===== src/rtl/bus_arb_pkg.sv =====
// Shared types and helpers for the round-robin bus arbiter.
//   arb_state_t    : arbiter FSM state (IDLE, OWN)
//   N_REQ_MAX      : widest requester vector the bus mux supports
//   SEL_W_MAX      : widest mux select
//   onehot_to_idx  : index of the set bit of a one-hot vector (0 for all-zero)
package bus_arb_pkg;

    localparam int N_REQ_MAX = 16;
    localparam int SEL_W_MAX = 4;

    typedef enum logic {
        IDLE,
        OWN
    } arb_state_t;

    function automatic logic [SEL_W_MAX-1:0] onehot_to_idx(input logic [N_REQ_MAX-1:0] v);
        logic [SEL_W_MAX-1:0] idx;
        idx = '0;
        for (int unsigned i = 0; i < N_REQ_MAX; i++) begin
            if (v[i]) idx = idx | SEL_W_MAX'(i);
        end
        return idx;
    endfunction

endpackage


===== src/rtl/rr_pick.sv =====
// Combinational round-robin winner selection.
//   req    : request vector
//   last   : index of the previous owner (lowest priority this round)
//   any    : at least one request is present
//   winner : first set request scanning last+1, last+2, ... modulo N_REQ
module rr_pick
    import bus_arb_pkg::*;
#(
    parameter int N_REQ = 16,
    parameter int SEL_W = 4
) (
    input  logic [N_REQ-1:0] req,
    input  logic [SEL_W-1:0] last,
    output logic             any,
    output logic [SEL_W-1:0] winner
);

    logic [SEL_W-1:0] start;
    logic [N_REQ-1:0] rot;
    logic [N_REQ-1:0] low;
    logic [SEL_W-1:0] pos;
    logic [SEL_W:0]   sum;

    always_comb begin
        // Rotate so that requester last+1 lands at bit 0, take the lowest set
        // bit, then rotate the resulting index back into requester numbering.
        start = (32'(last) == N_REQ - 1) ? '0 : last + 1'b1;
        rot   = N_REQ'({req, req} >> start);
        low   = rot & (~rot + 1'b1);
        pos   = SEL_W'(onehot_to_idx(N_REQ_MAX'(low)));
        sum   = {1'b0, pos} + {1'b0, start};
        if (32'(sum) >= N_REQ) sum = sum - (SEL_W + 1)'(N_REQ);
        winner = sum[SEL_W-1:0];
        any    = |req;
    end

endmodule


===== src/rtl/bus_arbiter_rr.sv =====
// Round-robin arbiter/sequencer for the shared 8-bit, 16-source bus mux.
// Grants one requester at a time with a quantum-bounded tenure; every
// release or forced rotation costs exactly one idle cycle.
//   clk       : rising-edge clock
//   rst_n     : asynchronous active-low reset
//   req       : level requests, held for the whole tenure
//   lock      : owner keeps the bus past quantum expiry (BUS_ARB_LOCK_EN only)
//   gnt       : registered one-hot grant, zero when no owner
//   sel       : registered mux select = owner index
//   bus_valid : high while a grant is active
//   handover  : one-cycle pulse on the first cycle of each new tenure
// Optional feature macro: BUS_ARB_LOCK_EN (adds the lock input).
module bus_arbiter_rr
    import bus_arb_pkg::*;
#(
    parameter int N_REQ   = 16,
    parameter int SEL_W   = 4,
    parameter int QUANTUM = 8
) (
    input  logic             clk,
    input  logic             rst_n,
    input  logic [N_REQ-1:0] req,
`ifdef BUS_ARB_LOCK_EN
    input  logic             lock,
`endif
    output logic [N_REQ-1:0] gnt,
    output logic [SEL_W-1:0] sel,
    output logic             bus_valid,
    output logic             handover
);

    localparam logic [7:0] QMAX = 8'(QUANTUM);

    arb_state_t       state, state_n;
    logic [SEL_W-1:0] last, last_n;
    logic [7:0]       cnt, cnt_n;
    logic [N_REQ-1:0] gnt_n;
    logic [SEL_W-1:0] sel_n;
    logic             valid_n;
    logic             hand_n;

    logic             pick_any;
    logic [SEL_W-1:0] pick_idx;
    logic             owner_req;
    logic             other_req;
    logic             hold;

    rr_pick #(
        .N_REQ (N_REQ),
        .SEL_W (SEL_W)
    ) u_pick (
        .req    (req),
        .last   (last),
        .any    (pick_any),
        .winner (pick_idx)
    );

`ifdef BUS_ARB_LOCK_EN
    assign hold = lock;
`else
    assign hold = 1'b0;
`endif

    assign owner_req = |(req & gnt);
    assign other_req = |(req & ~gnt);

    always_comb begin
        state_n = state;
        last_n  = last;
        cnt_n   = cnt;
        gnt_n   = gnt;
        sel_n   = sel;
        valid_n = bus_valid;
        hand_n  = 1'b0;

        case (state)
            IDLE: begin
                if (pick_any) begin
                    state_n = OWN;
                    gnt_n   = N_REQ'(1) << pick_idx;
                    sel_n   = pick_idx;
                    valid_n = 1'b1;
                    hand_n  = 1'b1;
                    cnt_n   = 8'd1;
                    last_n  = pick_idx;
                end else begin
                    gnt_n   = '0;
                    valid_n = 1'b0;
                end
            end
            OWN: begin
                if (!owner_req) begin
                    state_n = IDLE;
                    gnt_n   = '0;
                    valid_n = 1'b0;
                    cnt_n   = '0;
                end else if (cnt == QMAX && !hold) begin
                    if (other_req) begin
                        state_n = IDLE;
                        gnt_n   = '0;
                        valid_n = 1'b0;
                        cnt_n   = '0;
                    end else begin
                        cnt_n = 8'd1;
                    end
                end else if (cnt != QMAX) begin
                    cnt_n = cnt + 8'd1;
                end
                // cnt == QMAX with hold: counter saturates, owner keeps the bus
            end
            default: state_n = IDLE;
        endcase
    end

    always_ff @(posedge clk or negedge rst_n) begin
        if (!rst_n) begin
            state     <= IDLE;
            last      <= SEL_W'(N_REQ - 1);
            cnt       <= '0;
            gnt       <= '0;
            sel       <= '0;
            bus_valid <= 1'b0;
            handover  <= 1'b0;
        end else begin
            state     <= state_n;
            last      <= last_n;
            cnt       <= cnt_n;
            gnt       <= gnt_n;
            sel       <= sel_n;
            bus_valid <= valid_n;
            handover  <= hand_n;
        end
    end

endmodule


===== config.mk =====
export PLATFORM = sky130hd
export DESIGN_NAME = bus_arbiter_rr
export DESIGN_NICKNAME = d
export VERILOG_FILES = /design/src/rtl/bus_arb_pkg.sv /design/src/rtl/rr_pick.sv /design/src/rtl/bus_arbiter_rr.sv
export SDC_FILE = /design/constraint.sdc
export NUM_CORES = 1
export LEC_CHECK = 0
export BUFFER_PORTS_ARGS = -buffer_cell sky130_fd_sc_hd__buf_2
export CORE_MARGIN = 4
export CORE_UTILIZATION = 60
export CTS_BUF_LIST = sky130_fd_sc_hd__clkbuf_4
export DETAILED_ROUTE_END_ITERATION = 7
export PLACE_DENSITY_LB_ADDON = 0.15
export REMOVE_ABC_BUFFERS = 1
export SLEW_MARGIN = 20
export SYNTH_ARGS = -nofsm -noshare
export SYNTH_HDL_FRONTEND = slang
export SYNTH_HIERARCHICAL = 1
export SYNTH_SLANG_ARGS = --single-unit

===== constraint.sdc =====
create_clock -name clk -period 6.9 [get_ports clk]
set_input_delay 0 -clock clk [delete_from_list [all_inputs] [get_ports clk]]
set_output_delay 0 -clock clk [all_outputs]
set_load 0.005 [all_outputs]

==> results of run 1 <==
## per-layer routing
layer	vias to the layer above	track usage, %	routed length [um]
met3	18	5.63	734
li1	1712	-	-
met5	-	0	0
met2	189	47.5	5010
met4	0	4.89	122
met1	1774	37.4	4410
## registers in the layout, summed over array words and instances, names as in the netlist
signal,flops
gnt,16
handover,1
cnt,8
sel,4
bus_valid,1
state,1
last,4
## final timing paths
check                         from  endpoint  slack, ns  cells after the start
min                          rst_n    sel[2]       0.27                      2
max in group asynchronous    rst_n    cnt[1]       6.12                      2
max                        last[1]   gnt[13]       1.08                     21
min reg2reg                 sel[1]    sel[1]       0.49                      2
min in group clk            req[3]    cnt[5]       0.31                      5
max reg2reg                last[1]   gnt[13]       1.08                     21
## critical path: cells and delay by family, from the launching register on
kind / cells / cell delay (ns)
xor+xnor: 1 / 0.22
simple gates: 4 / 0.76
buf+inv: 3 / 0.60
mux: 2 / 0.61
fa+ha+maj: 2 / 0.43
compound gates: 9 / 2.54
flops: 1 / 0.57
## placed cells by master, fill, tap and decap left out, types with 4 or more instances in the layout
master / instances
o211ai_1: 8
ha_1: 5
or3_1: 4
o2111ai_1: 5
o32ai_1: 6
xnor2_1: 4
nor3_1: 7
inv_1: 19
nand2_1: 70
o22ai_1: 19
nor2_1: 18
a22o_1: 5
dfrtp_1: 31
nor2b_1: 5
dfstp_2: 4
buf_2: 39
nor4_1: 5
mux2_2: 12
clkbuf_4: 5
nand3_1: 8
or2_2: 4
nand2b_1: 18
mux2i_1: 29
a211oi_1: 9
nor3b_1: 9
a221oi_2: 4
o32a_1: 5
o21ai_0: 23
and3_1: 4
a21oi_1: 17
## timing repair
item	4_1_cts	5_1_grt
endpoints found under the hold margin	31	0
hold buffers	1	0
setup buffers	0	0
## layout make-up
cell class	count	area [sq um]
sequential	35	881
timing repair buffer	43	228
fill	511	1870
clock buffer	5	37.5
tap	72	90.1
inverter	21	78.8
clock inverter	2	37.5
multi-input combinational	358	2450
## kinds of logic after synthesis
family	Yosys count	synth area share (%)
adder cells (fa/ha/maj)	6	2.30
AO/OA/AOI/OAI	134	27.3
flip-flops	35	24.5
buffers and inverters	49	7.34
multiplexers	43	12.5
XOR/XNOR	6	1.46
AND/OR/NAND/NOR	169	24.6
## metrics by stage
stage	utilization, %	cells
3_5_place_dp	65.5	528
6_report	67.0	536
2_1_floorplan	-	414
5_1_grt	67.0	536
4_1_cts	67.0	536
3_3_place_gp	65.5	528
==> results.toml, run 1 <==
[run_status]
status = "completed"

[route]
via_per_inst = 6.89
drt-initial-drc-count = 348
wl_per_cell_um = 19.2
ant_nets = 0
vias = 3693
first_pass_iters = 7
drc_errors = 0
routed_wl_um = 10300

[timing]
drv_slew = 0
relSlewSlack_pct = 35.5
worst_slack_ns = 1.08
fmax_ghz = 0.172
min_period_over_period_pct = 84.3
hold_viol_final = 0
period_needed_ns = 5.82
skew_ns = 0.0171
worstMarginPinSlew_ns = 0.968
grt_setup_unrepaired = "no"
fin_tns_setup_ns = 0
finalSetupViolations = 0
whs_ns = 0.270

[yosys]
synthTopCellsByCount = "70 x nand2_1, 31 x dfrtp_1, 29 x mux2i_1"
synth_area_sq_mm = 0.00360
synth_top_area_share_pct = 21.6
postSynthAreaPerCell_sq_um = 8.14
yosysMostFrequentCell = "nand2_1"
synthTopCellsByArea = "dfrtp_1 22%, mux2i_1 8.1%, nand2_1 7.3%"
synth_seq_cells = 35
yosysSeqAreaShare_pct = 24.5
synth-edff-count = 0
synth_cells = 442
yosys.area.top_type = "dfrtp_1"
synth_cell_types = 71
ys_async_sr_fraction_pct = 100
yosys_warnings = 6
ys.flop_type = "dfrtp_1"

[clock_tree]
cts-htree-levels = 2
clock_path_buffers = 2
cts_tree = "yes"
cts.reportedPaths.clkPinSlew_ns = 0.11
clock_tree.root_cell = "clkbuf_4"
clkLatencyLatePin_ns = 0.34
cts.sinks = 35
post_cts_resized = 0
numCtsBuffers = 5

[floorplan]
rows = 27
start_util_pct = 63.4
die_h_um = 85.4
die_area_sq_mm = 0.00730
core_region_area_sq_mm = 0.00568
die_x_um = 85.4
io_pins = 40

[critical_path]
crit_path_max_fanout = 31
path_class = "reg2reg"
slowest_delay_ns = 0.70
cp.arrival_ns = 6.08
crit_path_top_delay_cell = "a21oi_2"
crit_path_end_kind = "flip-flop"
required_ns = 7.16
worstPathCellList = "ha_1 > buf_4 > inv_1 > buf_4 > a31o_2 > a21oi_2 > mux2i_1 > mux2_2 > nand2_1 > o311ai_1 > a31o_2 > a21boi_1 > o32ai_1 > ha_1 > and3_1 > a22o_1 > a211oi_1 > xnor2_1 > nand2_1 > or2_2 > o22ai_1"
cp-start-kind = "flip-flop"

[global_routing]
grt_pass1_vias = 3372
grt_first_pass_wirelength_um = 16800
grt_util_all_layers_pct = 28.1
grt_overflow = 0
grt_max_degree = 41
antenna_found_initial = 0

[min_path]
hold_path.class = "in2async"

[final_layout]
area_growth_pct = 5.77
design_area_sq_mm = 0.00380
drive_gt1_share_pct = 19.6
antenna_cells = 0
nNetsFinal = 488

[placed_design]
dp_hpwl_um = 7450
place.gp.congestion = 0.933
placed_area_sq_mm = 0.00372
io_buffers = 39
post-place-ws_ns = 1.30

[run]
max_cap_viol_count = 0
Power of run 1 is left out: the tool's default activity adds up to more than one toggle a clock period on the data nets, which glitch-free logic cannot reach.
==> run 2, diff against run 1 <==
--- a/config.mk
+++ b/config.mk
@@ -7,7 +7,7 @@
 export LEC_CHECK = 0
 export BUFFER_PORTS_ARGS = -buffer_cell sky130_fd_sc_hd__buf_2
 export CORE_MARGIN = 4
-export CORE_UTILIZATION = 60
+export CORE_UTILIZATION = 56
 export CTS_BUF_LIST = sky130_fd_sc_hd__clkbuf_4
 export DETAILED_ROUTE_END_ITERATION = 7
 export PLACE_DENSITY_LB_ADDON = 0.15
==> constraint.sdc (replaced) <==
create_clock -name clk -period 5.35 [get_ports clk]
set_input_delay 0 -clock clk [delete_from_list [all_inputs] [get_ports clk]]
set_output_delay 0 -clock clk [all_outputs]
set_load 0.005 [all_outputs]
==> run 2 against run 1 <==
  * Critical path depth decreased by 1
  * Hold slack got worse by 0.023 ns
  * Flip-flop and latch count unchanged
  * Routed wire length increased by 0.57%
  * Largest cell class unchanged
==> results.toml, run 2 (synthesis gave the netlist of run 1 again) <==
[critical_path]
crit_path_max_fanout = 37
required_ns = 5.63
crit_path_top_delay_cell = "dfstp_2"
cp.arrival_ns = 5.25
crit_top_cell = "nand2_1"
crit_path_end_kind = "flip-flop"
worstPathCellList = "buf_12 > or2_1 > buf_4 > o211ai_1 > a32o_1 > mux2i_1 > mux2_2 > nand2_1 > o311ai_1 > a31o_2 > a21boi_1 > o32ai_1 > ha_1 > and3_1 > a22o_1 > a211oi_1 > xnor2_1 > nand2_1 > or2_2 > o22ai_1"
cp-start-kind = "flip-flop"
slowest_delay_ns = 0.60
path_class = "reg2reg"

[route]
drc_errors = 0
via_per_inst = 6.62
drt-initial-drc-count = 279
routed_wl_um = 10300
wl_per_cell_um = 18.8
ant_nets = 0
vias = 3635
first_pass_iters = 5

[final_layout]
multiInputGateArea_sq_mm = 0.00245
max_flop_register = "gnt"
final_common_cell = "nand2_1"
largest_register_ffs = 16
drive_gt1_share_pct = 21.3
register_area_sq_um = 881
final_cell_mix = "70 x nand2_1, 39 x buf_2, 31 x dfrtp_1, 29 x mux2i_1, 23 x o21ai_0"
area_growth_pct = 8.35
nNetsFinal = 497
n_fill_cell = 523
finalNonFillerCells = 549
antenna_cells = 0
largestRegisters = "gnt: 16 flops, cnt: 8 flops"

[floorplan]
die_h_um = 88.1
core_region_area_sq_mm = 0.00606
start_util_pct = 59.4
die_x_um = 88.1
die_area_sq_mm = 0.00777
rows = 28
io_pins = 40

[clock_tree]
clock_tree.root_cell = "clkbuf_4"
cts_tree = "yes"
cts.sinks = 35
post-cts-setup-buffer-count = 0
cts-htree-levels = 2
post_cts_resized = 0
clkLatencyLatePin_ns = 0.35
clock_path_buffers = 2
cts.reportedPaths.clkPinSlew_ns = 0.14
numCtsBuffers = 5

[timing]
period_needed_ns = 4.97
skew_ns = 0.0210
drv_slew = 0
fmax_ghz = 0.201
worstMarginPinSlew_ns = 0.825
grt_setup_unrepaired = "no"
relSlewSlack_pct = 45.0
finalSetupViolations = 0
hold_viol_final = 0
min_period_over_period_pct = 92.8

[run]
max_cap_viol_count = 0

[global_routing]
grt_pass1_vias = 3466
grt_overflow = 0
antenna_found_initial = 0
grt_max_degree = 38
grt_util_all_layers_pct = 27.8
grt_first_pass_wirelength_um = 17200

[placed_design]
io_buffers = 39
dp_hpwl_um = 7710
place.gp.congestion = 0.891
placed_cells = 540

[min_path]
hold_path.class = "in2async"

[run_status]
status = "completed"
run 2: changes by cell type in the layout (fill, tap and decap cells not counted):
cell	previous run	this run
inv_6	0	1
buf_4	3	11
buf_12	0	1
run 2: what timing repair did:
action	in CTS	in global routing
hold buffers	1	0
hold endpoints to repair	31	0
setup endpoints to repair	0	0
run 2: layout make-up:
cell class / count / area share, %
clock buffers: 5 / 0.963
clock inverters: 3 / 1.19
inverters: 21 / 2.02
multi-input cells: 358 / 62.9
flip-flops and latches: 35 / 22.6
well taps: 75 / 2.41
repair buffers: 52 / 7.90
run 2: worst paths after layout:
check | depth (start not counted) | slack [ns] | from | to
min in group clk | 5 | 0.30 | req[3] | cnt[6]
worst max-delay path | 20 | 0.38 | last[0] | gnt[12]
max in group asynchronous | 2 | 4.61 | rst_n | cnt[5]
worst min register to register | 2 | 0.49 | sel[0] | sel[0]
worst min-delay path | 2 | 0.25 | rst_n | gnt[0]
worst max register to register | 20 | 0.38 | last[0] | gnt[12]
run 2: worst max-delay path: cells and delay by family (launching register included):
kind | cells | cell delay (ns)
AOI/OAI and AO/OA | 9 | 1.86
xor gates and xnor gates | 1 | 0.20
adders and majority gates | 1 | 0.28
buffers and inverters | 2 | 0.46
DFF | 1 | 0.60
muxes | 2 | 0.48
and+or+nand+nor | 5 | 1.03
run 2: through the flow:
step	hold slack, ns	utilization [%]	setup TNS, ns	worst slack, ns	cell area (sq um)
floorplan	-0.296	-	-12.93	-0.861	3410
global placement	0.107	62.8	0	0.568	3800
detailed placement	0.117	62.8	0	0.438	3800
CTS	0.264	64.3	0	0.413	3900
global route	0.286	64.3	0	0.0504	3900
finish	0.247	64.3	0	0.383	3900
run 2: per-layer routing:
layer / track usage (%) / up-vias / share of wire, %
li1: - / 1734 / -
met1: 37.0 / 1754 / 43
met3: 6.87 / 23 / 6.9
met5: 0 / - / 0
met2: 44.7 / 124 / 47
met4: 8.38 / 0 / 3.0
Power of run 2 is left out for the same reason.
==> run 3, diff against run 2 <==
--- a/config.mk
+++ b/config.mk
@@ -6,13 +6,14 @@
 export NUM_CORES = 1
 export LEC_CHECK = 0
 export BUFFER_PORTS_ARGS = -buffer_cell sky130_fd_sc_hd__buf_2
+export CELL_PAD_IN_SITES_DETAIL_PLACEMENT = 1
+export CELL_PAD_IN_SITES_GLOBAL_PLACEMENT = 1
 export CORE_MARGIN = 4
-export CORE_UTILIZATION = 56
+export CORE_UTILIZATION = 42
 export CTS_BUF_LIST = sky130_fd_sc_hd__clkbuf_4
 export DETAILED_ROUTE_END_ITERATION = 7
 export PLACE_DENSITY_LB_ADDON = 0.15
 export REMOVE_ABC_BUFFERS = 1
-export SLEW_MARGIN = 20
 export SYNTH_ARGS = -nofsm -noshare
 export SYNTH_HDL_FRONTEND = slang
 export SYNTH_HIERARCHICAL = 1
==> run 3 against run 2 <==
  * Global-route usage is 4.1 points lower
  * Design area rose by 1.6%
  * Worst setup slack got worse by 0.15 ns
  * Non-clock buffer count is 4 higher
  * First-iteration DRC count down 24%
  * Clock skew hardly changed
==> results.toml, run 3 (synthesis gave the netlist of run 1 again) <==
[run_status]
status = "completed"

[clock_tree]
clock_path_buffers = 2
cts_tree = "yes"
cts.reportedPaths.clkPinSlew_ns = 0.14
cts.sinks = 35
cts-htree-levels = 2
clock_tree.root_cell = "clkbuf_4"
clkLatencyLatePin_ns = 0.35
numCtsBuffers = 5

[global_routing]
grt_pass1_vias = 3778
grt_util_all_layers_pct = 23.6
antenna_found_initial = 0
grt_first_pass_wirelength_um = 19300
grt_max_degree = 41
grt_overflow = 0

[critical_path]
r2r-end = "gnt[13]"
r2r_slack_ns = 0.23
cp.arrival_ns = 5.40
path_class = "reg2reg"
cp-start-kind = "flip-flop"
required_ns = 5.63
r2r_cells = 19
crit_start = "last[0]"
crit_path_end_kind = "flip-flop"
r2r-start = "last[0]"
crit_path_max_fanout = 40

[timing]
relSlewSlack_pct = 42.0
fmax_ghz = 0.195
skew_ns = 0.0208
finalSetupViolations = 0
period_needed_ns = 5.12
hold_viol_final = 0
min_period_over_period_pct = 95.7
worstMarginPinSlew_ns = 0.870
grt_setup_unrepaired = "no"
drv_slew = 0

[final_layout]
drive_gt1_share_pct = 22.2
final_cell_mix = "70 x nand2_1, 39 x buf_2, 31 x dfrtp_1, 29 x mux2i_1, 23 x o21ai_0"
max_flop_register = "gnt"
antenna_cells = 0
largestRegisters = "gnt: 16 flops, cnt: 8 flops"
nNetsFinal = 501
largest_register_ffs = 16
area_growth_pct = 10.1
final_common_cell = "nand2_1"
n_fill_cell = 1048
design_area_sq_mm = 0.00396

[floorplan]
rows = 33
die_area_sq_mm = 0.0101
die_x_um = 101
start_util_pct = 43.6
die_h_um = 101
core_region_area_sq_mm = 0.00826
io_pins = 40

[route]
drt-initial-drc-count = 213
via_per_inst = 6.28
drc_errors = 0
first_pass_iters = 4
wl_per_cell_um = 20.5
routed_wl_um = 11900
ant_nets = 0
vias = 3663

[placed_design]
dp_hpwl_um = 8880
io_buffers = 39
placed_area_sq_mm = 0.00386
place.gp.congestion = 0.903

[min_path]
hold_path.class = "in2async"

[run]
max_cap_viol_count = 0
==> run 3: cell type report <==
cell class	instances	area [sq um]	share of cell area [%]
Timing Repair Buffer	56	338	8.53
Clock inverter	3	23.8	0.601
Clock buffer	5	37.5	0.948
Sequential cell	35	885	22.3
Tap cell	105	131	3.32
Inverter	21	78.8	1.99
Multi-Input combinational cell	358	2460	62.3
==> run 3: worst max path at each step <==
stage / slack [ns] / end
after floorplan: -0.86 / gnt[12]
after global placement: 0.54 / gnt[12]
after detailed placement: 0.21 / gnt[13]
after CTS: 0.21 / gnt[13]
after global routing: 0.04 / gnt[12]
final: 0.23 / gnt[13]
==> run 3: what timing repair did <==
item | in CTS | in global routing
gates resized for setup | 0 | 3
endpoints found under the setup margin | 0 | 10
hold buffers | 1 | 0
hold endpoints to repair | 31 | 0
setup buffers | 0 | 1
==> run 3: metrics by stage <==
step	utilization (%)	worst slack [ns]	setup TNS [ns]	hold WS, ns	std cells
floorplan	-	-0.861	-12.93	-0.296	414
global placement	46.8	0.538	0	0.117	573
detailed placement	46.8	0.212	0	0.128	573
CTS	47.7	0.208	0	0.273	582
global route	47.9	0.0377	0	0.307	583
finish	47.9	0.228	0	0.243	583
==> run 3: routing by layer <==
metal	up-vias	GRT usage [%]	part of all wire, %
met5	-	0	0
met3	12	4.01	4.7
li1	1731	-	-
met2	93	39.9	48
met4	0	4.97	1.0
met1	1827	31.8	46
==> run 3: worst max-delay path: stages (launching register included) <==
cell	delay, ns
dfstp_2	0.60
buf_12	0.23
or2_1	0.40
a211oi_1	0.18
o31a_1	0.37
mux2_2	0.29
mux2_2	0.29
nand2_1	0.11
o311ai_1	0.13
a31o_2	0.27
a21oi_1	0.21
o32ai_1	0.13
ha_1	0.28
and3_1	0.19
a22o_1	0.21
a211oi_1	0.27
xnor2_1	0.22
nand2_1	0.14
or2_2	0.34
o22ai_1	0.19
Power of run 3 is left out for the same reason.
